`config.mk`:
```
export PLATFORM = sky130hd
export DESIGN_NAME = ddr5_cmd_issuer
export DESIGN_NICKNAME = d
export VERILOG_FILES = /design/src/rtl/ddr5_cmd_issuer.sv
export SDC_FILE = /design/constraint.sdc
export NUM_CORES = 1
export LEC_CHECK = 0
export CORE_UTILIZATION = 25
export CTS_BUF_LIST = sky130_fd_sc_hd__clkbuf_8
export DETAILED_ROUTE_END_ITERATION = 12
export GPL_TIMING_DRIVEN = 0
export RECOVER_POWER = 25
export SKIP_CTS_REPAIR_TIMING = 1
export SLEW_MARGIN = 5
export SYNTH_ARGS = -nofsm -noshare
export SYNTH_HDL_FRONTEND = slang
export SYNTH_SLANG_ARGS = --single-unit
```
`constraint.sdc`:
```
create_clock -name clock -period 5.2 [get_ports clock]
set_input_delay 1.3 -clock clock [delete_from_list [all_inputs] [get_ports clock]]
set_output_delay 1.3 -clock clock [all_outputs]
set_load 0.02 [all_outputs]
```
`src/rtl/ddr5_cmd_issuer.sv`:
```
// rtl/ddr5_cmd_issuer.sv - pops mapped requests and expands them into timed DDR5 ACT/RD/WR/PRE commands
// Optional open-page policy is enabled by defining DDR5_OPEN_PAGE_EN.
module ddr5_cmd_issuer #(
    parameter int T_RCD   = 39,
    parameter int T_CL    = 40,
    parameter int T_CWL   = 38,
    parameter int T_BURST = 8,
    parameter int T_WR    = 72,
    parameter int T_RP    = 39,
    parameter int T_RAS   = 76
) (
    input  logic        clock,
    input  logic        reset,
    input  logic        req_valid,
    output logic        req_ready,
    input  logic [3:0]  req_core,
    input  logic [1:0]  req_operation,
    input  logic [2:0]  req_bg,
    input  logic [1:0]  req_ba,
    input  logic [15:0] req_row,
    input  logic [7:0]  req_col,
    output logic        cmd_valid,
    output logic [2:0]  cmd_code,
    output logic [2:0]  cmd_bg,
    output logic [1:0]  cmd_ba,
    output logic [15:0] cmd_row,
    output logic [7:0]  cmd_col,
    output logic        done,
    output logic [3:0]  done_core,
    output logic        busy
);

    if (T_RCD < 1 || T_RCD > 255 || T_CL < 1 || T_CL > 255 || T_CWL < 1 || T_CWL > 255 ||
        T_BURST < 1 || T_BURST > 255 || T_WR < 1 || T_WR > 255 || T_RP < 1 || T_RP > 255 ||
        T_RAS < 1 || T_RAS > 255) begin : g_bad_timing
        $error("ddr5_cmd_issuer: timing parameters must be within 1..255");
    end

    // Main timer is one bit wider because CL+BURST can exceed 255.
    localparam int TW = 9;

    typedef enum logic [2:0] {
        S_IDLE, S_ACT, S_WAIT_RCD, S_RDWR, S_WAIT_DATA, S_WAIT_PRE, S_PRE, S_WAIT_RP
    } state_t;

    localparam logic [2:0] CMD_NOP = 3'd0;
    localparam logic [2:0] CMD_ACT = 3'd1;
    localparam logic [2:0] CMD_RD  = 3'd2;
    localparam logic [2:0] CMD_WR  = 3'd3;
    localparam logic [2:0] CMD_PRE = 3'd4;

    // Timer loads are "cycles spent in the wait state"; zero means skip it.
    localparam logic [TW-1:0] LD_RCD = TW'(T_RCD - 1);
    localparam logic [TW-1:0] LD_RD  = TW'(T_CL + T_BURST - 1);
    localparam logic [TW-1:0] LD_WD  = TW'(T_CWL + T_BURST - 1);
    localparam logic [TW-1:0] LD_WR  = TW'(T_WR);
    localparam logic [TW-1:0] LD_RP  = TW'(T_RP - 1);

    state_t        state, state_next;
    logic [TW-1:0] tmr, tmr_next;
    logic [7:0]    ras_cnt;
    logic [3:0]    cap_core;
    logic          cap_wr;
    logic [2:0]    cap_bg;
    logic [1:0]    cap_ba;
    logic [15:0]   cap_row;
    logic [7:0]    cap_col;

    logic          pop, req_is_wr;
    logic          f_wr;
    logic [2:0]    f_bg;
    logic [1:0]    f_ba;
    logic [15:0]   f_row;
    logic [7:0]    f_col;
    logic          cmd_valid_d, done_d, ready_d;
    logic [2:0]    cmd_code_d;

`ifdef DDR5_OPEN_PAGE_EN
    logic          open_valid, miss_q, hit;
    logic [2:0]    open_bg;
    logic [1:0]    open_ba;
    logic [15:0]   open_row;
    assign hit = (req_bg == open_bg) && (req_ba == open_ba) && (req_row == open_row);
`endif

    assign pop       = req_valid && req_ready;
    assign req_is_wr = (req_operation == 2'd1);
    assign busy      = (state != S_IDLE);

    always_ff @(posedge clock or posedge reset) begin
        if (reset) begin
            state      <= S_IDLE;
            tmr        <= '0;
            ras_cnt    <= '0;
            cap_core   <= '0;
            cap_wr     <= 1'b0;
            cap_bg     <= '0;
            cap_ba     <= '0;
            cap_row    <= '0;
            cap_col    <= '0;
            req_ready  <= 1'b0;
            cmd_valid  <= 1'b0;
            cmd_code   <= CMD_NOP;
            cmd_bg     <= '0;
            cmd_ba     <= '0;
            cmd_row    <= '0;
            cmd_col    <= '0;
            done       <= 1'b0;
            done_core  <= '0;
`ifdef DDR5_OPEN_PAGE_EN
            open_valid <= 1'b0;
            miss_q     <= 1'b0;
            open_bg    <= '0;
            open_ba    <= '0;
            open_row   <= '0;
`endif
        end else begin
            state <= state_next;
            tmr   <= tmr_next;
            if (state_next == S_ACT) begin
                ras_cnt <= 8'(T_RAS);
            end else if (ras_cnt != 8'd0) begin
                ras_cnt <= ras_cnt - 8'd1;
            end
            if (pop) begin
                cap_core <= req_core;
                cap_wr   <= req_is_wr;
                cap_bg   <= req_bg;
                cap_ba   <= req_ba;
                cap_row  <= req_row;
                cap_col  <= req_col;
            end
            // Outputs are registered from the next state so they align with it.
            req_ready <= ready_d;
            cmd_valid <= cmd_valid_d;
            cmd_code  <= cmd_code_d;
            if (cmd_valid_d) begin
                cmd_bg  <= f_bg;
                cmd_ba  <= f_ba;
                cmd_row <= f_row;
                cmd_col <= f_col;
            end
            done <= done_d;
            if (done_d) begin
                done_core <= cap_core;
            end
`ifdef DDR5_OPEN_PAGE_EN
            if (state == S_RDWR) begin
                open_valid <= 1'b1;
                open_bg    <= cap_bg;
                open_ba    <= cap_ba;
                open_row   <= cap_row;
            end
            if (pop) begin
                miss_q <= open_valid && !hit;
            end
`endif
        end
    end

    always_comb begin
        state_next = state;
        tmr_next   = (tmr != '0) ? tmr - TW'(1) : '0;
        case (state)
            S_IDLE: begin
                if (pop) begin
`ifdef DDR5_OPEN_PAGE_EN
                    if (open_valid && hit) begin
                        state_next = S_RDWR;
                    end else if (open_valid) begin
                        if (ras_cnt > 8'd1) begin
                            state_next = S_WAIT_PRE;
                            tmr_next   = '0;
                        end else begin
                            state_next = S_PRE;
                        end
                    end else begin
                        state_next = S_ACT;
                    end
`else
                    state_next = S_ACT;
`endif
                end
            end
            S_ACT: begin
                if (LD_RCD == '0) begin
                    state_next = S_RDWR;
                end else begin
                    state_next = S_WAIT_RCD;
                    tmr_next   = LD_RCD;
                end
            end
            S_WAIT_RCD: begin
                if (tmr <= TW'(1)) state_next = S_RDWR;
            end
            S_RDWR: begin
                state_next = S_WAIT_DATA;
                tmr_next   = cap_wr ? LD_WD : LD_RD;
            end
            S_WAIT_DATA: begin
                if (tmr <= TW'(1)) begin
`ifdef DDR5_OPEN_PAGE_EN
                    if (cap_wr) begin
                        state_next = S_WAIT_PRE;
                        tmr_next   = LD_WR;
                    end else begin
                        state_next = S_IDLE;
                    end
`else
                    if (!cap_wr && ras_cnt <= 8'd1) begin
                        state_next = S_PRE;
                    end else begin
                        state_next = S_WAIT_PRE;
                        tmr_next   = cap_wr ? LD_WR : '0;
                    end
`endif
                end
            end
            S_WAIT_PRE: begin
`ifdef DDR5_OPEN_PAGE_EN
                // Shared by row-miss precharge wait and open-page write recovery.
                if (miss_q) begin
                    if (ras_cnt <= 8'd1) state_next = S_PRE;
                end else if (tmr <= TW'(1)) begin
                    state_next = S_IDLE;
                end
`else
                if (tmr <= TW'(1) && ras_cnt <= 8'd1) state_next = S_PRE;
`endif
            end
            S_PRE: begin
                if (LD_RP == '0) begin
`ifdef DDR5_OPEN_PAGE_EN
                    state_next = S_ACT;
`else
                    state_next = S_IDLE;
`endif
                end else begin
                    state_next = S_WAIT_RP;
                    tmr_next   = LD_RP;
                end
            end
            S_WAIT_RP: begin
                if (tmr <= TW'(1)) begin
`ifdef DDR5_OPEN_PAGE_EN
                    state_next = S_ACT;
`else
                    state_next = S_IDLE;
`endif
                end
            end
            default: state_next = S_IDLE;
        endcase
    end

    always_comb begin
        f_wr  = pop ? req_is_wr : cap_wr;
        f_bg  = pop ? req_bg    : cap_bg;
        f_ba  = pop ? req_ba    : cap_ba;
        f_row = pop ? req_row   : cap_row;
        f_col = pop ? req_col   : cap_col;
`ifdef DDR5_OPEN_PAGE_EN
        // A precharge always closes the recorded open row, not the new request's.
        if (state_next == S_PRE) begin
            f_bg  = open_bg;
            f_ba  = open_ba;
            f_row = open_row;
        end
`endif
        cmd_valid_d = 1'b0;
        cmd_code_d  = CMD_NOP;
        case (state_next)
            S_ACT: begin
                cmd_valid_d = 1'b1;
                cmd_code_d  = CMD_ACT;
            end
            S_RDWR: begin
                cmd_valid_d = 1'b1;
                cmd_code_d  = f_wr ? CMD_WR : CMD_RD;
            end
            S_PRE: begin
                cmd_valid_d = 1'b1;
                cmd_code_d  = CMD_PRE;
            end
            default: ;
        endcase
        done_d  = (state == S_WAIT_DATA) && (tmr <= TW'(1));
        ready_d = (state_next == S_IDLE);
    end

endmodule

```
== Word-level counts from Yosys, hierarchy flattened ==
Index checks and enable logic that the tools add are counted.

* Register bits after elaboration: 93
* Input port bits: 38
* Logic and storage cells: 69

* Add/subtract/negate cells: 2
* Order comparisons: 2
* Equal/unequal tests: 11
* Multiplexer cells: 23
* Reductions and logical operators: 13

{| class="wikitable"
|+ Operators by type and width
! cell !! count
|-
| 9-bit two-way mux || 3
|-
| 9-bit one-hot mux with 3 select lines || 1
|-
| 8-bit two-way mux || 3
|-
| 3-bit one-hot mux with 8 select lines || 1
|-
| 3-bit two-way mux || 6
|-
| 16-bit two-way mux || 1
|-
| 3-bit == test, second input constant || 5
|-
| 3-bit by 2-bit == test with 1-bit output, second input constant || 3
|-
| 9-bit by 1-bit <= comparator with 1-bit output, second input constant || 1
|-
| 3-bit one-hot mux with 3 select lines || 1
|-
| 9-bit nonzero test || 1
|-
| 9-bit by 1-bit subtractor with 9-bit output, second input constant || 1
|-
| 8-bit by 1-bit <= comparator with 1-bit output, second input constant || 1
|-
| 8-bit nonzero test || 1
|-
| 8-bit by 1-bit subtractor with 8-bit output, second input constant || 1
|-
| 7-bit two-way mux || 1
|-
| 3-bit by 1-bit == test with 1-bit output, second input constant || 2
|-
| 3-bit logical NOT || 2
|-
| 2-bit two-way mux || 3
|-
| 1-bit logical AND || 4
|-
| 1-bit two-way mux || 3
|-
| 3-bit nonzero test || 1
|-
| 3-bit OR reduction || 1
|-
| 2-bit by 1-bit == test with 1-bit output, second input constant || 1
|-
| other kinds (3) || 3
|}

== Logic depth before layout (Yosys ltp) ==
Gate-level depths: netlist of run 1.

* Word-level depth: 8
* Gate-level depth with buffers: 10

== Worst setup path before layout of run 1 ==
Ideal clock, no wire load.

* Path type: in2reg
* From: in req_valid
* To: reg cmd_row[13]
* Arrival time: 2.563 ns
* Data required time: 5.075 ns
* Setup slack: 2.512 ns
* Cell stages on the path: 5
* Buffers on the path: 2
* Path through: nand2_1 buf_2 buf_1 mux2_2 mux2_4

* Elaborated cells between the ends (all ways): 9

{| class="wikitable"
|+ RTL lines
! item !! RTL line !! text
|-
| start: declaration || 14 || <nowiki>input logic req_valid,</nowiki>
|-
| 1-bit logical AND || 86 || <nowiki>assign pop = req_valid && req_ready;</nowiki>
|-
| 16-bit two-way mux || n/a ||
|-
| named net f_row[13] || 73 || <nowiki>logic [15:0] f_row;</nowiki>
|-
| end signal: assignment || 140 || <nowiki>cmd_row <= f_row;</nowiki>
|-
| end: declaration || 26 || <nowiki>output logic [15:0] cmd_row,</nowiki>
|}

The timed path passes the listed nets, and every way through them passes these cells.
A chain may end at the register's enable or synchronous reset.

== Worst setup path in the final report of run 1 ==
* From: reg state[2]
* To: out busy

* Cells in the longest elaborated chain, start to end: 1

{| class="wikitable"
|+ RTL lines
! item !! RTL line !! text
|-
| start: declaration || 59 || <nowiki>state_t state, state_next;</nowiki>
|-
| start signal: assignment || 118 || <nowiki>state <= state_next;</nowiki>
|-
| 3-bit nonzero test || 88 || <nowiki>assign busy = (state != S_IDLE);</nowiki>
|-
| end: declaration || 30 || <nowiki>output logic busy</nowiki>
|}

Every way passes these cells.

==> flow_metrics.tcl, run 1 <==
set metrics [dict create \
    syn-cell-area_um2 4100 \
    synth.distinct_cells 49 \
    clk_latency_ps 360 \
    period_needed_ps 3370 \
    syn_avg_cell_area_um2 14.1 \
    cts.htree.levels 3 \
    relSlewSlack_pct -37.2 \
    status "finished with violations" \
    ys_warn_count 0 \
    p_switching_mw 1.06 \
    vias_per_cell 4.18 \
    drv_slew 44 \
    path_class "reg2out" \
    power.leakage_nw 2.39 \
    place.gp.congestion 0.751 \
    finalCritPeriodShare_pct 64.8 \
    p_int_mw 2.08 \
    required_ps 3900 \
    drc_errors 0 \
    yosysSeqAreaShare_pct 56.7 \
    dpl.hpwl_um 5780 \
    clock_skew_ps 6.90 \
    regToRegEndpoint "cmd_row[7]$_DFFE_PP0P_" \
    rsz0062_at_grt "false" \
    synthSimpleGateAreaFrac_pct 8.27 \
    path_cells "buf_4 -> nor3_1 -> inv_1 -> clkdlybuf4s50_1" \
    final_nets 424 \
    cts_buffers 9 \
    finalHoldViolations 0 \
    cts_tree "yes" \
    worstHoldPathType "reg2reg" \
    drt_pass1_iterations 4 \
    clkTransAtPathRegs_ps 80 \
    max_freq_mhz 297 \
    p_per_area_nw_per_um2 587 \
    whs_path_depth 1 \
    holdWs_ps 500 \
    synth_xor_area_share_pct 2.35 \
    grt_max_degree 51 \
    synth_nets 335 \
    synth_top_family_by_area "multiplexers" \
    die_x_um 130 \
    grt_use_total_pct 10.7 \
    portBuffers 77 \
    async_reset_ff_share_pct 100 \
    r2r-start "tmr[3]$_DFF_PP0_" \
    cp_slowest_cell "clkdlybuf4s50_1" \
    synth.area.mux_share_pct 21.6 \
    grt_pass1_wl_um 13500 \
    wire_per_inst_um 13.7 \
    cp.arrival_ps 2070 \
    worstRegToRegCells 8 \
    cp-end-kind "output pin" \
    cts.sinks 93 \
    drtIter0Drc 105 \
    ir_worst_vdd_v 0.000209 \
    tns_ps 0 \
    num_vias 2497 \
    synth_compound_area_share_pct 5.37 \
    synth_fa_ha_area_share_pct 1.83 \
    power_frac_clock_pct 15.2 \
    power_frac_seq_pct 39.5 \
    synthCells 291 \
    synth-seq-cells 93 \
    antenna_left 0 \
    synthFlopType "dfrtp_1" \
    swShare_pct 33.7 \
    initial_core_util_pct 25.7 \
    synth-edff-count 0 \
    drive_gt1_share_pct 26.4 \
    io_pins 78 \
    startpoint_type "register" \
    coreArea_um2 15900 \
    diodes 0 \
    num_rows 46 \
    critical-path-max-stage-delay_ps 570 \
    setup_violations 0 \
    min_to "cap_row[12]$_DFF_PP0_" \
    grt-ovfl-total 0 \
    fill_cells 1598 \
    combPwrFrac_pct 45.3 \
    critPathMaxFanout 10 \
    multi_input_area_um2 1600 \
    cts_max_path_buffers 2 \
    dieArea_um2 16900 \
    r2r_slack_ps 2270 \
    maxCapViolations 1 \
    synthToLayoutAreaGrowth_pct 30.3 \
    failed_checks "capacitance limit, slew limit" \
    register_area_um2 2330 \
    grt_pass1_vias 2638 \
    cts-root-buf "clkbuf_8" \
    min_from "cap_row[12]$_DFF_PP0_" \
    die_h_um 130 \
    drt_wl_total_um 8210 \
    tightest_slew_ps 2050 \
    grt_antenna_before_repair 0 \
]
[registers in the layout, summed over array words and instances (netlist names)]
| name | cells |
|---|---|
| cmd_code | 3 |
| cmd_ba | 2 |
| cmd_row | 16 |
| done | 1 |
| cap_core | 4 |
| ras_cnt | 8 |
| cmd_bg | 3 |
| cap_ba | 2 |
| tmr | 9 |
| cmd_col | 8 |
| cap_bg | 3 |
| cap_wr | 1 |
| state | 3 |
| cap_row | 16 |
| req_ready | 1 |
| done_core | 4 |
| cmd_valid | 1 |
| cap_col | 8 |
[power groups by stage]
stage	Sequential (mW)	Combinational (mW)	Clock, mW
after floorplan	1.37	0.855	0
after CTS	1.25	1.45	0.514
final	1.24	1.42	0.478
after detailed placement	1.26	1.44	0
after global routing	1.28	1.54	0.537
after global placement	1.25	1.40	0
[worst max path at each step]
stage,to,cells after the start,slack (ps),startpoint
after floorplan,cap_ba[0]$_DFF_PP0_,1,1480,reset
after global placement,cap_row[8]$_DFF_PP0_,2,50,reset
after detailed placement,cmd_row[13]$_DFFE_PP0P_,6,1650,req_valid
after CTS,busy,4,1760,state[2]$_DFF_PP0_
after global routing,busy,4,1720,state[2]$_DFF_PP0_
final,busy,4,1830,state[2]$_DFF_PP0_
[cells in the final DEF, fill, tap and decap left out, types with 2 or more instances in the layout]
cell type         n
dfrtp_1          93
clkdlybuf4s50_1  76
mux2_2           37
mux2_4           29
nor2_1           16
nand2_1          12
clkbuf_8         11
inv_1            10
o21ai_0           8
nand3_1           7
xnor2_1           7
a21oi_1           6
ha_1              6
nand2b_1          5
buf_4             4
nor4_1            4
xor2_1            4
nor3_1            3
buf_12            3
buf_1             2
and3_1            2
a31oi_1           2
or3_1             2
o31ai_1           2
[area by class of cell]
class,count,area share (%)
Timing Repair Buffer,78,14.9
Clock inverter,2,0.656
Inverter,12,0.867
Tap cell,216,5.06
Clock buffer,11,2.83
Sequential cell,93,43.6
Multi-Input combinational cell,175,30.0
Buffer,11,2.13
[per-layer routing]
| metal | share of wire (%) | vias up | track usage [%] |
|---|---|---|---|
| met2 | 47 | 54 | 16.3 |
| li1 | - | 1184 | - |
| met3 | 4.9 | 11 | 3.12 |
| met1 | 46 | 1248 | 13.9 |
| met4 | 2.1 | 0 | 5.34 |
| met5 | 0 | - | 0 |
[cells in the mapped netlist, types with 4 or more instances]
master    number  area [um2]
a21oi_1        6        30.0
dfrtp_1       93        2330
inv_1         11        41.3
nor2_1        16        60.1
mux2_4        29         435
xor2_1         4        35.0
o21ai_0        7        35.0
nand2_1       12        45.0
nand3_1        7        35.0
mux2_2        37         417
buf_4          4        30.0
xnor2_1        7        61.3
ha_1           6        75.1
nand2b_1       5        31.3
[critical path: cells and delay by family (launching register included)]
family,cells,cell delay [ps]
flip-flops,1,400
AND/OR/NAND/NOR,1,420
buffers and inverters,3,900
[metrics by stage]
step,utilization (%),setup slack [ps],power (mW),instance area [um2],cells
3_3_place_gp,32.3,53.8,2.65,5140,584
6_report,33.5,1830,3.14,5340,598
5_1_grt,33.5,1720,3.36,5340,598
4_1_cts,33.6,1760,3.21,5360,598
3_5_place_dp,32.4,1650,2.70,5170,585
2_1_floorplan,-,1480,2.23,4100,291
[cells by family (layout without fill, tap and decap cells)]
logic type | Yosys count | after routing
AO/OA/AOI/OAI | 30 | 30
XOR/XNOR | 11 | 11
adder cells (fa/ha/maj) | 6 | 6
buffers and inverters | 23 | 114
flip-flops | 93 | 93
multiplexers | 68 | 68
AND/OR/NAND/NOR | 60 | 60
(Power assumes the default switching activity.)
==> run 2: changes to the inputs <==
clock period = 3.5 ns   (was 5.2 ns; I/O delays follow)
==> run 2 against run 1 <==
  * The run still ends with capacitance limit, slew limit left
  * Sequential power increased by 49%
  * Worst hold slack unchanged
  * Wire length decreased by 0.11%
  * Critical endpoint unchanged
  * First-iteration DRC count increased by 9.5%
  * Die area unchanged
  * Flip-flop and latch count unchanged
  * Critical path type unchanged
  * Critical path depth unchanged
  * Clock power increased by 49%
  * Clock-buffer cell count unchanged
  * Setup slack got worse by 1300 ps
==> flow_metrics.tcl, run 2 (synthesis results as in run 1) <==
set metrics [dict create \
    status "finished with violations" \
    failed_checks "capacitance limit, slew limit" \
    tightest_slew_ps 2050 \
    maxCapViolations 1 \
    path_class "reg2out" \
    drv_slew 44 \
    clock_skew_ps 6.90 \
    grt-ovfl-total 0 \
    num_vias 2499 \
    finalCritPeriodShare_pct 84.2 \
    holdWs_ps 500 \
    cts_max_path_buffers 2 \
    initial_core_util_pct 25.7 \
    cts.sinks 93 \
    finalHoldViolations 0 \
    coreArea_um2 15900 \
    place_area_um2 5170 \
    synthToLayoutAreaGrowth_pct 30.6 \
    regToRegEndpoint "cmd_row[7]$_DFFE_PP0P_" \
    period_needed_ps 2950 \
    critPathMaxFanout 10 \
    cts.htree.levels 3 \
    worst_slack_ps 554 \
    cts-root-buf "clkbuf_8" \
    design_area_um2 5360 \
    io_pins 78 \
    cp.arrival_ps 2070 \
    grt_pass1_vias 2638 \
    vias_per_cell 4.18 \
    drt_pass1_iterations 4 \
    die_x_um 130 \
    power.leakage_nw 2.40 \
    min_to "cap_row[12]$_DFF_PP0_" \
    r2r_slack_ps 820 \
    grt_max_degree 51 \
    rsz0062_at_grt "false" \
    final_cell_mix "dfrtp_1, clkdlybuf4s50_1, mux2_2, mux2_4, nor2_1" \
    grt_antenna_before_repair 0 \
    num_rows 46 \
    ir_worst_vdd_v 0.000312 \
    setup_violations 0 \
    drt_wl_total_um 8200 \
    whs_path_depth 1 \
    max_freq_mhz 339 \
    final_common_cell "dfrtp_1" \
    p_per_area_nw_per_um2 873 \
    portBuffers 77 \
    reg.largest.list "cap_row (16), cmd_row (16), tmr (9)" \
    worstRegToRegCells 10 \
    worstHoldPathType "reg2reg" \
    relSlewSlack_pct -37.2 \
    clk_latency_ps 360 \
    required_ps 2620 \
    dieArea_um2 16900 \
    final_nets 424 \
    drc_errors 0 \
    antenna_left 0 \
    pre_cts_ws_ps 374 \
    r2r-start "tmr[1]$_DFF_PP0_" \
    min_from "cap_row[12]$_DFF_PP0_" \
    drive_gt1_share_pct 26.7 \
    grt_use_total_pct 10.7 \
    final_util_pct 33.6 \
    wire_per_inst_um 13.7 \
    cts_tree "yes" \
    place.gp.congestion 0.751 \
    startpoint_type "register" \
    clkTransAtPathRegs_ps 80 \
    cp-end-kind "output pin" \
    drtIter0Drc 115 \
    grt_pass1_wl_um 13500 \
    diodes 0 \
    die_h_um 130 \
    dpl.hpwl_um 5780 \
    cts_buffers 9 \
]
[run 2: worst max-delay path by stage]
| stage | start | end | slack (ps) | cells after the start |
|---|---|---|---|---|
| detailed placement | req_valid | cmd_row[13]$_DFFE_PP0P_ | 370 | 6 |
| CTS | state[2]$_DFF_PP0_ | busy | 480 | 4 |
| global route | state[2]$_DFF_PP0_ | busy | 450 | 4 |
| global placement | reset | cap_row[8]$_DFF_PP0_ | -1220 | 2 |
| finish | state[2]$_DFF_PP0_ | busy | 550 | 4 |
| floorplan | reset | cap_ba[0]$_DFF_PP0_ | 200 | 1 |
[run 2: power breakdown]
group / switching [mW] / internal, mW / leakage (nW)
combinational: 0.937 / 1.18 / 1.15
clock: 0.354 / 0.357 / 0.0971
sequential: 0.291 / 1.56 / 1.15
total: 1.58 / 3.10 / 2.40
[run 2: final cells by class]
type / instances / area, um2
clock inverter: 2 / 35.0
timing repair buffer: 78 / 798
buffer: 11 / 114
tap: 216 / 270
fill: 1596 / 10600
clock buffer: 11 / 151
multi-input combinational: 175 / 1620
inverter: 12 / 46.3
sequential: 93 / 2330
[run 2: stage by stage]
stage | setup TNS [ps] | total power, mW | cells
2_1_floorplan | 0 | 3.31 | 291
3_3_place_gp | -113150 | 3.94 | 584
3_5_place_dp | 0 | 4.01 | 585
4_1_cts | 0 | 4.77 | 598
5_1_grt | 0 | 5.01 | 598
6_report | 0 | 4.68 | 598
[run 2: layer usage]
metal | global-route usage, % | vias up | routed length, um
met4 | 5.34 | 0 | 172
met5 | 0 | - | 0
met1 | 13.9 | 1247 | 3740
met2 | 16.3 | 56 | 3890
li1 | - | 1185 | -
met3 | 3.12 | 11 | 402
[run 2: critical path, cell delays in order, from the launching register on]
cell and delay, ps:
dfrtp_1 400, buf_4 170, nor3_1 420, inv_1 160, clkdlybuf4s50_1 570
